--- config.mk ---
export PLATFORM = sky130hd
export DESIGN_NAME = inst_loader
export DESIGN_NICKNAME = d
export VERILOG_FILES = /design/src/rtl/inst_loader_pkg.sv /design/src/rtl/inst_loader_byte_assembler.sv /design/src/rtl/inst_loader.sv
export SDC_FILE = /design/constraint.sdc
export NUM_CORES = 1
export LEC_CHECK = 0
export BUFFER_PORTS_ARGS = -buffer_cell sky130_fd_sc_hd__buf_4
export CORE_ASPECT_RATIO = 0.75
export CORE_UTILIZATION = 55
export DETAILED_ROUTE_END_ITERATION = 6
export PLACE_DENSITY = 0.84
export SYNTH_ARGS = -nofsm -noshare
export SYNTH_HDL_FRONTEND = slang
export SYNTH_SLANG_ARGS = --single-unit
--- constraint.sdc ---
create_clock -name clk -period 3 [get_ports clk]
set_clock_uncertainty 0.15 [all_clocks]
set_input_delay 0.45 -clock clk [delete_from_list [all_inputs] [get_ports clk]]
set_output_delay 0.45 -clock clk [all_outputs]
set_load 0.01 [all_outputs]
--- src/rtl/inst_loader_pkg.sv ---
// Shared definitions for the boot-time instruction loader.
//   WIDTH             : instruction word width in bits
//   LD_BYTES_PER_WORD : bytes assembled into one word
//   ld_state_t        : loader FSM states; LD_CSUM exists only when
//                       LOADER_CHECKSUM_EN is defined
package inst_loader_pkg;

  localparam int unsigned WIDTH             = 32;
  localparam int unsigned LD_BYTES_PER_WORD = 4;

  typedef enum logic [2:0] {
    LD_LEN  = 3'd0,
    LD_DATA = 3'd1,
`ifdef LOADER_CHECKSUM_EN
    LD_CSUM = 3'd2,
`endif
    LD_DONE = 3'd3,
    LD_ERR  = 3'd4
  } ld_state_t;

endpackage

--- src/rtl/inst_loader_byte_assembler.sv ---
// Big-endian byte-to-word assembler.
//   clk, rstn  : clock, asynchronous active-low reset
//   clear      : drop any partially assembled word
//   rx_data    : received byte, accepted when rx_valid=1
//   word       : last completed word (first byte in bits [31:24])
//   word_valid : one-cycle pulse registered with the 4th byte
module byte_assembler
  import inst_loader_pkg::*;
(
  input  logic             clk,
  input  logic             rstn,
  input  logic             clear,
  input  logic [7:0]       rx_data,
  input  logic             rx_valid,
  output logic [WIDTH-1:0] word,
  output logic             word_valid
);

  logic [WIDTH-9:0] shreg;
  logic [1:0]       cnt;

  always_ff @(posedge clk or negedge rstn) begin
    if (!rstn) begin
      shreg      <= '0;
      cnt        <= '0;
      word       <= '0;
      word_valid <= 1'b0;
    end else begin
      word_valid <= 1'b0;
      if (clear) begin
        cnt <= '0;
      end else if (rx_valid) begin
        shreg <= {shreg[WIDTH-17:0], rx_data};
        if (cnt == 2'(LD_BYTES_PER_WORD - 1)) begin
          word       <= {shreg, rx_data};
          word_valid <= 1'b1;
          cnt        <= '0;
        end else begin
          cnt <= cnt + 2'd1;
        end
      end
    end
  end

endmodule

--- src/rtl/inst_loader.sv ---
// Boot-time instruction loader: takes a UART byte stream (length word,
// then N instruction words), writes the words to instruction memory from
// address 0 and holds the core in reset until the load completes.
//   clk, rstn        : clock, asynchronous active-low reset
//   rx_data/rx_valid : received byte and its one-cycle strobe
//   imem_addr/wdata/we : instruction memory write port
//   cpu_rstn         : active-low core reset, released once loaded
//   loaded / err     : load complete / load failed (both terminal)
//   word_count       : words written so far
// Optional: LOADER_CHECKSUM_EN appends a 32-bit checksum word that must
// equal the modulo-2**32 sum of the data words.
module inst_loader
  import inst_loader_pkg::*;
#(
  parameter int unsigned ADDR_W = 14
) (
  input  logic              clk,
  input  logic              rstn,
  input  logic [7:0]        rx_data,
  input  logic              rx_valid,
  output logic [ADDR_W-1:0] imem_addr,
  output logic [WIDTH-1:0]  imem_wdata,
  output logic              imem_we,
  output logic              cpu_rstn,
  output logic              loaded,
  output logic              err,
  output logic [ADDR_W:0]   word_count
);

  localparam logic [WIDTH:0]  CAP_ONE = 1;
  localparam logic [WIDTH:0]  CAP     = CAP_ONE << ADDR_W;
  localparam logic [ADDR_W:0] IDX_ONE = 1;

  ld_state_t        state, state_nxt;
  logic [ADDR_W:0]  len;
  logic [ADDR_W:0]  idx;
  logic [WIDTH-1:0] word;
  logic             word_valid;
  logic             asm_clear;
`ifdef LOADER_CHECKSUM_EN
  logic [WIDTH-1:0] sum;
`endif

  byte_assembler u_asm (
    .clk        (clk),
    .rstn       (rstn),
    .clear      (asm_clear),
    .rx_data    (rx_data),
    .rx_valid   (rx_valid),
    .word       (word),
    .word_valid (word_valid)
  );

  always_ff @(posedge clk or negedge rstn) begin
    if (!rstn) state <= LD_LEN;
    else       state <= state_nxt;
  end

  // Length is captured truncated; the overflow check below keeps any
  // value that would not fit out of LD_DATA.
  always_ff @(posedge clk or negedge rstn) begin
    if (!rstn) begin
      len <= '0;
      idx <= '0;
`ifdef LOADER_CHECKSUM_EN
      sum <= '0;
`endif
    end else begin
      if (state == LD_LEN && word_valid) len <= word[ADDR_W:0];
      if (imem_we) begin
        idx <= idx + IDX_ONE;
`ifdef LOADER_CHECKSUM_EN
        sum <= sum + word;
`endif
      end
    end
  end

  always_comb begin
    state_nxt = state;
    case (state)
      LD_LEN: if (word_valid) begin
        if ({1'b0, word} > CAP)
          state_nxt = LD_ERR;
        else if (word == '0)
`ifdef LOADER_CHECKSUM_EN
          state_nxt = LD_CSUM;
`else
          state_nxt = LD_DONE;
`endif
        else
          state_nxt = LD_DATA;
      end
      LD_DATA: if (word_valid && (idx + IDX_ONE == len)) begin
`ifdef LOADER_CHECKSUM_EN
        state_nxt = LD_CSUM;
`else
        state_nxt = LD_DONE;
`endif
      end
`ifdef LOADER_CHECKSUM_EN
      LD_CSUM: if (word_valid) state_nxt = (word == sum) ? LD_DONE : LD_ERR;
`endif
      default: state_nxt = state;
    endcase
  end

  // word_valid is already a registered pulse, so the write port is decoded
  // straight from it; idx advances on the edge that ends the pulse.
  always_comb begin
    imem_we    = (state == LD_DATA) && word_valid;
    imem_addr  = idx[ADDR_W-1:0];
    imem_wdata = word;
    word_count = imem_we ? idx + IDX_ONE : idx;
    loaded     = (state == LD_DONE);
    cpu_rstn   = (state == LD_DONE);
    err        = (state == LD_ERR);
    asm_clear  = (state == LD_DONE) || (state == LD_ERR);
  end

endmodule
Yosys cells after proc, flatten, opt, wreduce, memory -nomap -nowiden
Cells that the tools add are included.

storage, ports and cells
  bits in registers = 92
  bits in latches = 0
  bits in writable memories = 0
  memory bits (read-only) = 0
  input port bits = 11
  output and inout bits = 65
  word-level logic and storage cells = 41
  memories = 0

operators by class
  add/sub/neg operators = 2
  multipliers = 0
  div/mod/pow operators = 0
  magnitude comparators = 1
  equal/unequal tests = 7
  shift-type cells = 0
  muxes and demuxes = 12
  bitwise logic cells = 1
  reductions and logical operators = 11

operator list
  kind                                                             number
  greater-than comparator 32 x 15 -> 1 bit, second input constant  1
  logical NOT 32 bit                                               1
  adder 15 x 1 -> 15 bit, second input constant                    1
  equality test 15 bit                                             1
  2-to-1 mux 15 bit                                                1
  2-to-1 mux 3 bit                                                 3
  2-to-1 mux 2 bit                                                 4
  one-hot mux 3 bit (2 select lines)                               1
  AND reduction 3 bit                                              2
  nonzero test 2 bit                                               2
  equality test 3 x 1 -> 1 bit, second input constant              1
  equality test 3 x 2 -> 1 bit, second input constant              1
  equality test 3 bit, second input constant                       1
  logical AND 1 bit                                                3
  logical NOT 3 bit                                                1
  2-to-1 mux 1 bit                                                 3
  adder 2 x 1 -> 2 bit, second input constant                      1
  equality test 2 bit, second input constant                       1
  != test 2 x 1 -> 1 bit, second input constant                    1
  != test 2 bit, second input constant                             1
  AND reduction 2 bit                                              1
  logical OR 1 bit                                                 1
  NOT 1 bit                                                        1

Depth between registers and ports, before layout
  word-level depth = 5
  gate-level depth with buffers = 6
  mapped depth without buffers = 6

Cells and area by module
From an unflattened synthesis, not the netlist that was laid out.

unflattened totals
  cell total of the unflattened synthesis = 338
  area total of the unflattened synthesis = 4,383.0 µm²

modules (own cells, without submodules)
  module          times used  cells each  area each (µm²)  seq. area each (µm²)
  byte_assembler  1           130         2,351.0          1,476.4
  inst_loader     1           208         2,031.9          825.8

Least setup slack after synthesis
Ideal clock, no wire load.

  path type = flip-flop to output port
  start point = register state[2]
  end point = output word_count[13]
  data arrival time = 1.877 ns
  required time = 2.400 ns
  slack = 0.523 ns
  stages on the path, launching flop included = 7
  cell sequence = dfrtp_1 > nand4bb_1 > clkbuf_1 > or3_1 > nor3_1 > nand3_1 > xnor2_1

between the ends
  longest elaborated chain between the ends = 3

ends and longest elaborated chain
  element                       RTL line            source
  start: declaration            inst_loader.sv:34   ld_state_t state, state_nxt;
  start signal: assignment      inst_loader.sv:56   else state <= state_nxt;
  equality test 3 x 1 -> 1 bit  inst_loader.sv:111  imem_we = (state == LD_DATA) && word_valid;
  logical AND 1 bit             inst_loader.sv:111
  2-to-1 mux 15 bit             n/a
  end: declaration              inst_loader.sv:27   output logic [ADDR_W:0] word_count

No other way between the ends.

Final worst setup path
Same ends and word-level chain as after synthesis.

==> key figures <==
Clock tree
  • CTS tree: built
  • Latest clock arrival within the worst-skew pair: 0.35 ns
  • H-tree levels: 3
  • CTS Buffer Depth: 2
  • Clock transition at path regs: 0.09 ns
  • Number of CTS-inserted buffers: 9
  • Root Driver: clkbuf_8
  • Clk sink count: 92

Routing
  • First-pass detailed-route iteration total: 5
  • Drt wl/cell: 17.70 um
  • DRC Markers: 0
  • DRT Wirelength: 8923 um
  • Drt first-iter violations: 199
  • Via count: 2864
  • Routed Antenna Nets: 0
  • Vias per inst: 5.683

Die
  • Initial core utilization: 0.5712
  • Ports: 76
  • Placement Rows: 27
  • Die area: 8006 um2
  • CORE AREA: 7365 um2
  • Chip Height: 77.74 um
  • Die width: 103.0 um

Power and ir drop
  • NetSw: 1.443 mW
  • Clock power share: 0.206
  • Power per Cell Area: 892.8 nW/um2
  • Int Power: 3.049 mW
  • Leakage: 2.342 nW
  • Switching Fraction: 0.3212
  • Part of the power in registers: 0.480
  • Maximum VDD drop: 0.0005761 V
  • Logic pwr share: 0.314

Placement
  • I/O Buffers: 75
  • GPL Wtd Cong: 0.8974
  • Post-DP HPWL: 6315 um
  • Placed cell count: 486

Timing
  • Setup TNS: 0 ns
  • WHS: 0.1829 ns
  • Final setup vio count: 0
  • Tmin final: 2.807 ns
  • Slew headroom: 0.6091
  • Slew @ Worst Pin: 0.5810 ns
  • Final hold violations: 0
  • Max-slew violations: 0
  • Fmax achieved: 356.3 MHz
  • Final period utilization: 0.9356
  • RSZ-0062 raised after global routing: false

Logic synthesis
  • FFs w/ async S/R, synth: 1.000
  • Mapped Nets: 346
  • Mapped Cells: 333
  • Sequential element share of the synthesized area: 0.5473
  • Cell taking the most area after synthesis: dfrtp_1
  • Yosys reg bits: 92
  • Mapped Avg Cell Area: 12.63 um2
  • Post-synth EDFFs: 0
  • Synth top area share: 0.5473
  • Cell Area, Synth: 4207 um2
  • Yosys Warn Count: 0
  • Main area contributors after synthesis: dfrtp_1 55%, mux2_2 19%, xnor2_1 3.5%
  • Commonest register cell after synthesis: dfrtp_1
  • Distinct cells, synth: 48

Flow run
  • Max-Cap Viols: 0

Critical path
  • CP cell instances: nand4bb_1, or3_4, nor3_2, nand3_1, xnor2_1, buf_4
  • Setup crit end kind: primary output
  • Slowest cell on crit path: or3_4
  • Max stage delay on crit path: 0.45 ns
  • Critical Path Fanout Max: 6
  • Worst EP arrival: 2.21 ns
  • Setup Crit Path Kind: reg -> out
  • Worst setup SP type: flip-flop
  • WP data required: 2.40 ns

Layout
  • Most frequent cells in the layout: 92 x dfrtp_1, 81 x buf_4, 71 x mux2_2, 20 x nand2_1, 17 x xnor2_1
  • Util after Layout: 0.6831
  • Nets@finish: 411
  • Cell Count, Final, Fillers Out: 504
  • Share of layout cells above drive strength 1: 0.4342
  • Commonest non-fill, non-tap cell in the layout: dfrtp_1
  • Area growth from synthesis to layout: 19.60%
  • Antenna Cells: 0

Global route
  • First-pass GRT wire length: 14570 um
  • Vias in the first global route: 2812
  • Initial antenna violation count: 0
  • Largest net degree at the start of global routing: 56
  • GR Overflow Total: 0
  • Global Route Usage Sum: 0.2427

Min path
  • Tightest Hold Check Type: in -> reg

Status
  • Status: finished clean
cell usage after synthesis, types with 2 or more instances:
master	count
nor4_1	9
xnor2_1	17
nand3_1	4
xor2_1	10
nor3_1	5
or3_1	3
mux2_2	71
ha_1	2
clkbuf_1	2
mux2i_1	2
nand3b_1	2
dfrtp_1	92
a41o_1	2
buf_4	15
buf_2	12
or4_1	2
o41ai_1	2
nor3b_1	2
o211ai_1	3
nand4_1	7
nor2_1	15
o21ai_0	4
nand2_1	20
inv_1	4
a21oi_1	3
path summary, 6_finish.rpt:
kind | cells past startpoint | endpoint | slack, ns | start
setup / recovery | 6 | word_count[13] | 0.19 | state[2]
hold / removal | 2 | u_asm.word[7] | 0.18 | rx_data[7]
setup reg to reg | 7 | state[1] | 0.53 | idx[0]
hold reg to reg | 1 | u_asm.shreg[22] | 0.36 | u_asm.shreg[22]
max in group asynchronous | 3 | u_asm.shreg[4] | 1.61 | rstn
min in group asynchronous | 2 | idx[5] | 0.44 | rstn
cell families after synthesis:
group           after synthesis  share of synthesized area
mux                          73                     0.1948
fa+ha+maj                     2                   0.005948
xor+xnor                     27                    0.05621
compound gates               22                    0.03689
simple gates                 84                     0.1124
buf+inv                      33                    0.04640
flops                        92                     0.5473
state kept, by name, summed over array words and instances, names as in the netlist:
register,count
u_asm.word_valid,1
u_asm.word,32
u_asm.shreg,24
state,3
u_asm.cnt,2
len,15
idx,15
power by group through the flow:
stage	registers [mW]	logic (mW)	clock network, mW
after global placement	2.14	1.36	0
after CTS	2.15	1.42	0.941
after global routing	2.23	1.54	0.987
final	2.16	1.41	0.924
after floorplan	2.12	0.796	0
after detailed placement	2.17	1.41	0
per-layer routing:
layer  share of wire  track usage  routed length [um]
met3           0.067      0.06306                 596
met4           0.011      0.06761                  96
met5               0            0                   0
met2            0.46       0.3533                4127
met1            0.46       0.3597                4103
metrics by stage:
step | instance area [um2] | power [mW] | worst slack (ns)
finish | 5031 | 4.492 | 0.1931
detailed placement | 4773 | 3.579 | 0.3995
floorplan | 4207 | 2.915 | 0.5230
global placement | 4773 | 3.506 | 0.5071
CTS | 5009 | 4.518 | 0.0008085
global route | 5031 | 4.752 | 0.002121
repair_timing:
action / 4_1_cts / 5_1_grt
hold buffers: 1 / 0
setup endpoints to repair: 0 / 5
buffers inserted: 0 / 1
endpoints found under the hold margin: 37 / 0
gates resized for setup: 0 / 3
worst max-delay path: cells and delay by family, from the launching register on:
kind	cells	cell delay, ns
buffers and inverters	1	0.15
XOR/XNOR	1	0.19
flip-flops	1	0.44
AND/OR/NAND/NOR	4	1.06
cell type report:
cell class | count | area [um2]
multi-input cells | 208 | 1724
flip-flops and latches | 92 | 2302
inverters | 4 | 15.01
repair buffers | 83 | 638.1
well taps | 101 | 126.4
clock inverters | 5 | 83.83
fillers | 546 | 2333
clock buffers | 11 | 141.4
(Power assumes the default switching activity.)
